`config.mk`:
```
export PLATFORM = sky130hd
export DESIGN_NAME = seq_signed_divider_flat
export DESIGN_NICKNAME = d
export VERILOG_FILES = /design/src/rtl/seq_signed_divider_pkg.sv /design/src/rtl/seq_signed_divider_if.sv /design/src/rtl/seq_signed_divider_restore_step.sv /design/src/rtl/seq_signed_divider.sv /design/src/flat_wrapper.sv
export SDC_FILE = /design/constraint.sdc
export NUM_CORES = 1
export LEC_CHECK = 0
export ABC_AREA = 1
export BUFFER_PORTS_ARGS = -buffer_cell sky130_fd_sc_hd__clkbuf_2
export CAP_MARGIN = 20
export CORE_ASPECT_RATIO = 1.5
export CORE_MARGIN = 2
export CORE_UTILIZATION = 35
export CTS_BUF_LIST = sky130_fd_sc_hd__clkbuf_16
export DETAILED_ROUTE_END_ITERATION = 8
export SKIP_CTS_REPAIR_TIMING = 1
export SLEW_MARGIN = 20
export SYNTH_ARGS = -nofsm -noshare
export SYNTH_HDL_FRONTEND = slang
export SYNTH_SLANG_ARGS = --single-unit
export TNS_END_PERCENT = 10
```
`constraint.sdc`:
```
create_clock -name clk -period 2.5 [get_ports clk]
set_input_delay 0.125 -clock clk [delete_from_list [all_inputs] [get_ports clk]]
set_output_delay 0.125 -clock clk [all_outputs]
set_load 0.02 [all_outputs]
```
`src/rtl/seq_signed_divider_pkg.sv`:
```
// Shared types and helpers for the sequential signed divider.
package div_pkg;

    localparam int DIV_WIDTH_DEFAULT = 32;
    // Widest magnitude needed: a 2*WIDTH-bit most-negative dividend plus one guard bit.
    localparam int ABS_W = 2*DIV_WIDTH_DEFAULT + 1;

    typedef enum logic [1:0] {
        IDLE = 2'd0,
        CALC = 2'd1,
        FIX  = 2'd2
    } div_state_e;

    // Magnitude of a sign-extended operand; the guard bit keeps -2^(n-1) from wrapping.
    function automatic logic [ABS_W-1:0] abs_w(input logic signed [ABS_W-1:0] v);
        return v[ABS_W-1] ? -v : v;
    endfunction

endpackage

```
`src/rtl/seq_signed_divider_if.sv`:
```
// Request/response bundle for seq_signed_divider.
// Optional DIV_ABORT_EN adds the abort request line.
interface seq_signed_divider_if #(parameter int WIDTH = 32);

    logic                   start;
    logic [2*WIDTH-1:0]     dividend;
    logic [WIDTH-1:0]       divisor;
`ifdef DIV_ABORT_EN
    logic                   abort;
`endif
    logic                   busy;
    logic                   done;
    logic [WIDTH-1:0]       quotient;
    logic [WIDTH-1:0]       remainder;
    logic                   div_by_zero;
    logic                   overflow;

`ifdef DIV_ABORT_EN
    modport master (output start, dividend, divisor, abort,
                    input  busy, done, quotient, remainder, div_by_zero, overflow);
    modport slave  (input  start, dividend, divisor, abort,
                    output busy, done, quotient, remainder, div_by_zero, overflow);
`else
    modport master (output start, dividend, divisor,
                    input  busy, done, quotient, remainder, div_by_zero, overflow);
    modport slave  (input  start, dividend, divisor,
                    output busy, done, quotient, remainder, div_by_zero, overflow);
`endif

endinterface

```
`src/rtl/seq_signed_divider_restore_step.sv`:
```
// One radix-2 restoring iteration: shift in a dividend bit, trial-subtract, keep or restore.
module div_restore_step #(
    parameter int WIDTH = 32
) (
    input  logic [WIDTH-1:0] i_rem,     // partial remainder, always < divisor magnitude
    input  logic             i_bit,     // next dividend bit, MSB first
    input  logic [WIDTH-1:0] i_dvs,     // divisor magnitude (non-zero)
    output logic [WIDTH-1:0] o_rem,
    output logic             o_q
);

    logic [WIDTH:0] w_shift;
    logic [WIDTH:0] w_diff;
    logic           w_unused_msb;

    assign w_shift      = {i_rem, i_bit};
    assign w_diff       = w_shift - {1'b0, i_dvs};
    // Result is below the divisor, so the top bit of the difference is always zero when kept.
    assign w_unused_msb = w_diff[WIDTH];

    // Trial subtraction succeeds when the shifted remainder reaches the divisor.
    always_comb begin
        o_q   = (w_shift >= {1'b0, i_dvs});
        o_rem = o_q ? w_diff[WIDTH-1:0] : w_shift[WIDTH-1:0];
    end

endmodule

```
`src/rtl/seq_signed_divider.sv`:
```
// Iterative signed divider: 2*WIDTH-bit dividend / WIDTH-bit divisor, one quotient bit per clock.
// Optional DIV_ABORT_EN adds an abort input that cancels an operation in CALC or FIX.
module seq_signed_divider
    import div_pkg::*;
#(
    parameter int WIDTH = DIV_WIDTH_DEFAULT   // at most DIV_WIDTH_DEFAULT (magnitude helper width)
) (
    input  logic                  clk,
    input  logic                  rst_n,
    seq_signed_divider_if.slave   div_if
);

    localparam int W2 = 2*WIDTH;
    localparam int CW = $clog2(W2) + 1;

    div_state_e         r_state, w_next;
    logic [CW-1:0]      r_cnt;
    logic [W2-1:0]      r_dq;        // dividend bits shift out the top, quotient bits shift in
    logic [WIDTH-1:0]   r_rem;
    logic [WIDTH-1:0]   r_dvs;
    logic [WIDTH-1:0]   r_dvd_lo;    // raw low dividend bits, returned on divide-by-zero
    logic               r_neg_dvd, r_neg_q, r_dz;
    logic               r_done, r_dbz, r_ovf;
    logic [WIDTH-1:0]   r_quot, r_rem_o;

    logic [ABS_W-1:0]   w_dvd_mag, w_dvs_mag;
    logic [WIDTH-1:0]   w_step_rem;
    logic               w_step_q;
    logic [W2:0]        w_q_full;
    logic [WIDTH-1:0]   w_r_fix;
    logic               w_ovf, w_abort, w_dvs_zero;
    logic               w_unused;

`ifdef DIV_ABORT_EN
    assign w_abort = div_if.abort;
`else
    assign w_abort = 1'b0;
`endif

    assign w_dvd_mag  = abs_w(ABS_W'(signed'(div_if.dividend)));
    assign w_dvs_mag  = abs_w(ABS_W'(signed'(div_if.divisor)));
    assign w_dvs_zero = (div_if.divisor == '0);
    // Magnitudes never reach the guard bits beyond what each operand needs.
    assign w_unused   = ^{w_dvd_mag[ABS_W-1:W2], w_dvs_mag[ABS_W-1:WIDTH]};

    div_restore_step #(.WIDTH(WIDTH)) u_step (
        .i_rem (r_rem),
        .i_bit (r_dq[W2-1]),
        .i_dvs (r_dvs),
        .o_rem (w_step_rem),
        .o_q   (w_step_q)
    );

    // Sign fix; the quotient fits WIDTH bits only if its upper bits are a pure sign extension.
    assign w_q_full = r_neg_q ? -{1'b0, r_dq} : {1'b0, r_dq};
    assign w_r_fix  = r_neg_dvd ? -r_rem : r_rem;
    assign w_ovf    = !((&w_q_full[W2:WIDTH-1]) || !(|w_q_full[W2:WIDTH-1]));

    // State register.
    always_ff @(posedge clk or negedge rst_n) begin
        if (!rst_n) r_state <= IDLE;
        else        r_state <= w_next;
    end

    // Next-state: abort wins over iteration, divide-by-zero skips CALC.
    always_comb begin
        w_next = r_state;
        case (r_state)
            IDLE: if (div_if.start) w_next = w_dvs_zero ? FIX : CALC;
            CALC: if (w_abort) w_next = IDLE;
                  else if (r_cnt == CW'(W2-1)) w_next = FIX;
            FIX:  w_next = IDLE;
            default: w_next = IDLE;
        endcase
    end

    // Operand capture, iteration datapath and result registers.
    always_ff @(posedge clk or negedge rst_n) begin
        if (!rst_n) begin
            r_cnt     <= '0;
            r_dq      <= '0;
            r_rem     <= '0;
            r_dvs     <= '0;
            r_dvd_lo  <= '0;
            r_neg_dvd <= 1'b0;
            r_neg_q   <= 1'b0;
            r_dz      <= 1'b0;
            r_done    <= 1'b0;
            r_dbz     <= 1'b0;
            r_ovf     <= 1'b0;
            r_quot    <= '0;
            r_rem_o   <= '0;
        end else begin
            r_done <= 1'b0;
            case (r_state)
                IDLE: if (div_if.start) begin
                    r_dq      <= w_dvd_mag[W2-1:0];
                    r_dvs     <= w_dvs_mag[WIDTH-1:0];
                    r_rem     <= '0;
                    r_cnt     <= '0;
                    r_neg_dvd <= div_if.dividend[W2-1];
                    r_neg_q   <= div_if.dividend[W2-1] ^ div_if.divisor[WIDTH-1];
                    r_dvd_lo  <= div_if.dividend[WIDTH-1:0];
                    r_dz      <= w_dvs_zero;
                    r_dbz     <= 1'b0;
                    r_ovf     <= 1'b0;
                end
                CALC: if (!w_abort) begin
                    r_rem <= w_step_rem;
                    r_dq  <= {r_dq[W2-2:0], w_step_q};
                    r_cnt <= r_cnt + 1'b1;
                end
                FIX: if (!w_abort) begin
                    r_done <= 1'b1;
                    if (r_dz) begin
                        r_quot  <= '1;
                        r_rem_o <= r_dvd_lo;
                        r_dbz   <= 1'b1;
                        r_ovf   <= 1'b0;
                    end else begin
                        r_quot  <= w_q_full[WIDTH-1:0];
                        r_rem_o <= w_r_fix;
                        r_dbz   <= 1'b0;
                        r_ovf   <= w_ovf;
                    end
                end
                default: ;
            endcase
        end
    end

    assign div_if.busy        = (r_state != IDLE);
    assign div_if.done        = r_done;
    assign div_if.quotient    = r_quot;
    assign div_if.remainder   = r_rem_o;
    assign div_if.div_by_zero = r_dbz;
    assign div_if.overflow    = r_ovf;

endmodule

```
`src/flat_wrapper.sv`:
```
// flat-port wrapper written by rule: the top's interface ports become plain ports
module seq_signed_divider_flat import div_pkg::*;
#(
    parameter int WIDTH = DIV_WIDTH_DEFAULT                                                        
)
  (clk, rst_n, div_if_start, div_if_dividend, div_if_divisor, div_if_busy, div_if_done, div_if_quotient, div_if_remainder, div_if_div_by_zero, div_if_overflow);
  seq_signed_divider_if #(.WIDTH(WIDTH)) div_if_i ();
  input  logic clk;
  input  logic rst_n;
  input wire logic [$bits(div_if_i.start)-1:0] div_if_start;
  input wire logic [$bits(div_if_i.dividend)-1:0] div_if_dividend;
  input wire logic [$bits(div_if_i.divisor)-1:0] div_if_divisor;
  output wire logic [$bits(div_if_i.busy)-1:0] div_if_busy;
  output wire logic [$bits(div_if_i.done)-1:0] div_if_done;
  output wire logic [$bits(div_if_i.quotient)-1:0] div_if_quotient;
  output wire logic [$bits(div_if_i.remainder)-1:0] div_if_remainder;
  output wire logic [$bits(div_if_i.div_by_zero)-1:0] div_if_div_by_zero;
  output wire logic [$bits(div_if_i.overflow)-1:0] div_if_overflow;
  assign div_if_i.start = div_if_start;
  assign div_if_i.dividend = div_if_dividend;
  assign div_if_i.divisor = div_if_divisor;
  assign div_if_busy = div_if_i.busy;
  assign div_if_done = div_if_i.done;
  assign div_if_quotient = div_if_i.quotient;
  assign div_if_remainder = div_if_i.remainder;
  assign div_if_div_by_zero = div_if_i.div_by_zero;
  assign div_if_overflow = div_if_i.overflow;
  seq_signed_divider #(.WIDTH(WIDTH)) u_core (.clk(clk), .rst_n(rst_n), .div_if(div_if_i));
endmodule
```
==> results by group <==
Layout
  • Nets: 3010
  • Commonest non-fill, non-tap cell in the layout: nand2_1
  • Most frequent cells in the layout: nand2_1 (606), nor2_1 (270), inv_1 (267), dfrtp_1 (229), o21ai_0 (180)
  • Fill count: 5039
  • Share of cells above drive strength 1: 20.4%
  • Finished layout cell area: 22300 um2
  • Synth-to-layout area growth: 29.1%
  • Count of non-filler cells in the finished layout: 3548

Floorplan
  • Starting Density: 35.4%
  • Die H: 276 um
  • Core Region: 48700 um2
  • # IOs: 167
  • Die area: 51100 um2
  • Die Wd: 185 um
  • Rows: 99

Timing
  • Final hold viol count: 9
  • Clock Skews: 0.0274 ns
  • F_max: 416 MHz
  • Slew @ Worst Pin: 0.967 ns
  • Unrepaired setup endpoints after global routing: yes
  • Final setup vio count: 0
  • Final worst slack: 0.0971 ns
  • Slew margin rel.: 35.4%
  • Max-slew violation count: 0
  • Tcrit/Tclk final: 96.1%
  • Min Clock Period, post-route: 2.40 ns
  • Final TNS setup: 0 ns
  • Worst hold slack: -0.0374 ns

Detailed routing
  • Vias/cell: 5.34
  • DRT Wirelength: 73.5 mm
  • DR WL/cell: 20.7 um
  • Post-DRT Antenna Nets: 0
  • DRT iter0 DRCs: 1248
  • DRC violations left: 0
  • Iteration count of the initial detailed-routing pass: 8
  • Via count: 18900

Worst setup path
  • Worst setup path start: u_core.r_dvs[27]
  • Worst path cell trace: inv_1, ha_1, nand2_1, o21ai_0, a221oi_4, nand2_4, nor2_4, buf_12, nand2_1, o211ai_1
  • Critical Path RT: 2.99 ns
  • Setup crit start kind: flop
  • Most common cell on crit path: nand2_1
  • RR Endpoint: u_core.r_rem[16]
  • Kind of critical path: reg -> reg
  • Slowest CP cell: a221oi_4
  • R2R depth: 10
  • Critical path data arrival time: 2.89 ns
  • Slowest Stage Delay on Critical Path: 0.42 ns
  • Critical R2R Launch: u_core.r_dvs[27]
  • Worst-path fanout max: 21
  • Worst Setup End Kind: flop
  • R2R setup slack: 0.1 ns

Yosys
  • Syn. warnings: 0
  • Synthesized instance count: 2503
  • Synth area leader: dfrtp_1
  • Synth Flop Type: dfrtp_1
  • Post-synth EDFFs: 0
  • Synth async-reset ratio: 100%
  • Yosys cell types: 60
  • Synth Cell Area: 17200 um2
  • Syn nets: 2640
  • Synth Register Bits: 239
  • Sequential element share of the synthesized area: 34.7%
  • Yosys top cell area share: 34.7%
  • Syn avg cell area: 6.89 um2
  • Synth top area cells: dfrtp_1 (35%), nand2_1 (14%), nor2_1 (7.3%)

Place
  • Gpl congestion: 0.990
  • Hpwl dp: 57.9 mm
  • Placed Instances: 3408
  • Pre-CTS setup slack: -0.215 ns
  • Port buffer count: 166
  • Area after DPL: 20000 um2

Global route
  • Grt ovf: 0
  • Total track usage: 28.3%
  • First-pass GRT wire length: 109 mm
  • Vias in the first global route: 18600
  • Initial antenna violation count: 1
  • Pin count of the biggest net entering global routing: 126

Worst hold path
  • Min-Delay Startpoint: div_if_dividend[51]
  • Hold Crit Depth: 3
  • Hold EP: u_core.r_dq[51]
  • Worst min-delay path class: in -> reg

Pwr
  • Leakage Power: 10.3 nW
  • Peak VDD IR: 0.519 mV
  • NetSw: 4.88 mW
  • Part of the power in registers: 33.4%
  • Combinational fraction of design power: 36.4%
  • Sw frac: 36.6%
  • Int Power: 8.45 mW
  • Clock share of power: 30.2%
  • Power Density: 599 nW/um2

Clocking
  • Clk_lat worst skew: 0.58 ns
  • CTS tree: done
  • Clk sinks: 239
  • CTS H-tree lvls: 1
  • Root Buffer: clkbuf_16
  • Maximum clock path buffer count: 3
  • Clk slew on worst S/H paths: 0.07 ns
  • CTS buffer count: 27

Status
  • Failing checks: negative hold slack
  • Status: complete, but fails checks

Job
  • Max Cap Violations: 0
==> metal layers <==
layer	share of wire (%)	up-vias	global-route usage, %
met5	0	-	0
met4	8.0	0	19.8
met3	4.2	221	2.77
met2	52	631	52.7
met1	36	9073	29.6
li1	-	9018	-
==> power by group through the flow <==
stage                     sequential (mW)  combinational [mW]  clock, mW
after detailed placement             4.48                4.43          0
after global routing                 4.48                5.31       4.24
after global placement               4.47                4.38          0
after CTS                            4.41                4.46       4.09
after floorplan                      4.46                2.69          0
final                                4.45                4.85       4.02
==> through the flow <==
step	utilization, %	power, mW
after CTS	42.8	13.0
after global placement	41.0	8.85
after detailed placement	41.0	8.91
after global routing	45.7	14.0
final	45.7	13.3
after floorplan	-	7.15
==> registers in the layout, summed over array words and instances, names as in the netlist <==
register / flops
u_core.r_neg_q: 1
u_core.r_state: 2
u_core.r_cnt: 7
u_core.r_dz: 1
u_core.r_dvs: 32
u_core.div_if.quotient: 32
u_core.div_if.div_by_zero: 1
u_core.r_neg_dvd: 1
u_core.div_if.overflow: 1
u_core.r_rem: 32
u_core.div_if.done: 1
u_core.r_dq: 64
u_core.div_if.remainder: 32
u_core.r_dvd_lo: 32
==> how the worst max path moves through the flow <==
stage                             endpoint  slack (ns)  cells past startpoint
2_1_floorplan             u_core.r_rem[24]        0.23                     14
3_3_place_gp   u_core.div_if.remainder[26]       -0.15                     13
3_5_place_dp   u_core.div_if.remainder[26]       -0.22                     13
4_1_cts        u_core.div_if.remainder[26]       -0.27                     13
5_1_grt                   u_core.r_rem[22]       -0.03                     14
6_report                  u_core.r_rem[16]         0.1                     10
==> critical path: cells and delay by family, from the launching register on <==
family	cells	cell delay, ns
flip-flops	1	0.36
adder cells (fa/ha/maj)	1	0.34
AND/OR/NAND/NOR	4	0.46
buffers and inverters	2	0.40
AO/OA/AOI/OAI	3	0.74
==> logic make-up (layout without fill, tap and decap cells) <==
kind of cell	after synthesis	count (layout)	share of synthesized area [%]
AOI/OAI and AO/OA	469	469	16.9
other	0	1	0
and+or+nand+nor	1277	1277	31.4
xor gates and xnor gates	121	121	6.15
adders and majority gates	38	38	2.80
buffers and inverters	359	747	8.04
DFF	239	239	34.7
==> cell usage after synthesis (11+ instances only) <==
master and count:
xor2_1 73, a31oi_1 15, xnor2_1 48, nand2_2 13, a21oi_1 70, nor2_1 334, ha_1 37, a22oi_1 57
nand3_1 171, nand4_1 33, nor4_1 12, nand3b_1 12, nor3_1 23, o211ai_1 38, inv_1 268, o21ai_1 11
o22ai_1 16, o221ai_1 16, buf_1 11, clkbuf_1 62, o21ai_0 188, nor2_2 13, nand2_1 637, dfrtp_1 239
==> layout make-up <==
type | instances | area (um2) | share of cell area (%)
inverter | 272 | 1020 | 4.59
tap | 656 | 821 | 3.69
sequential | 239 | 5990 | 26.9
clock inverter | 20 | 186 | 0.838
timing repair buffer | 428 | 3110 | 14.0
multi-input combinational | 1905 | 10400 | 47.0
antenna | 1 | 2.50 | 0.0112
clock buffer | 27 | 676 | 3.04
Note: power is estimated with default switching activity, not from simulation.
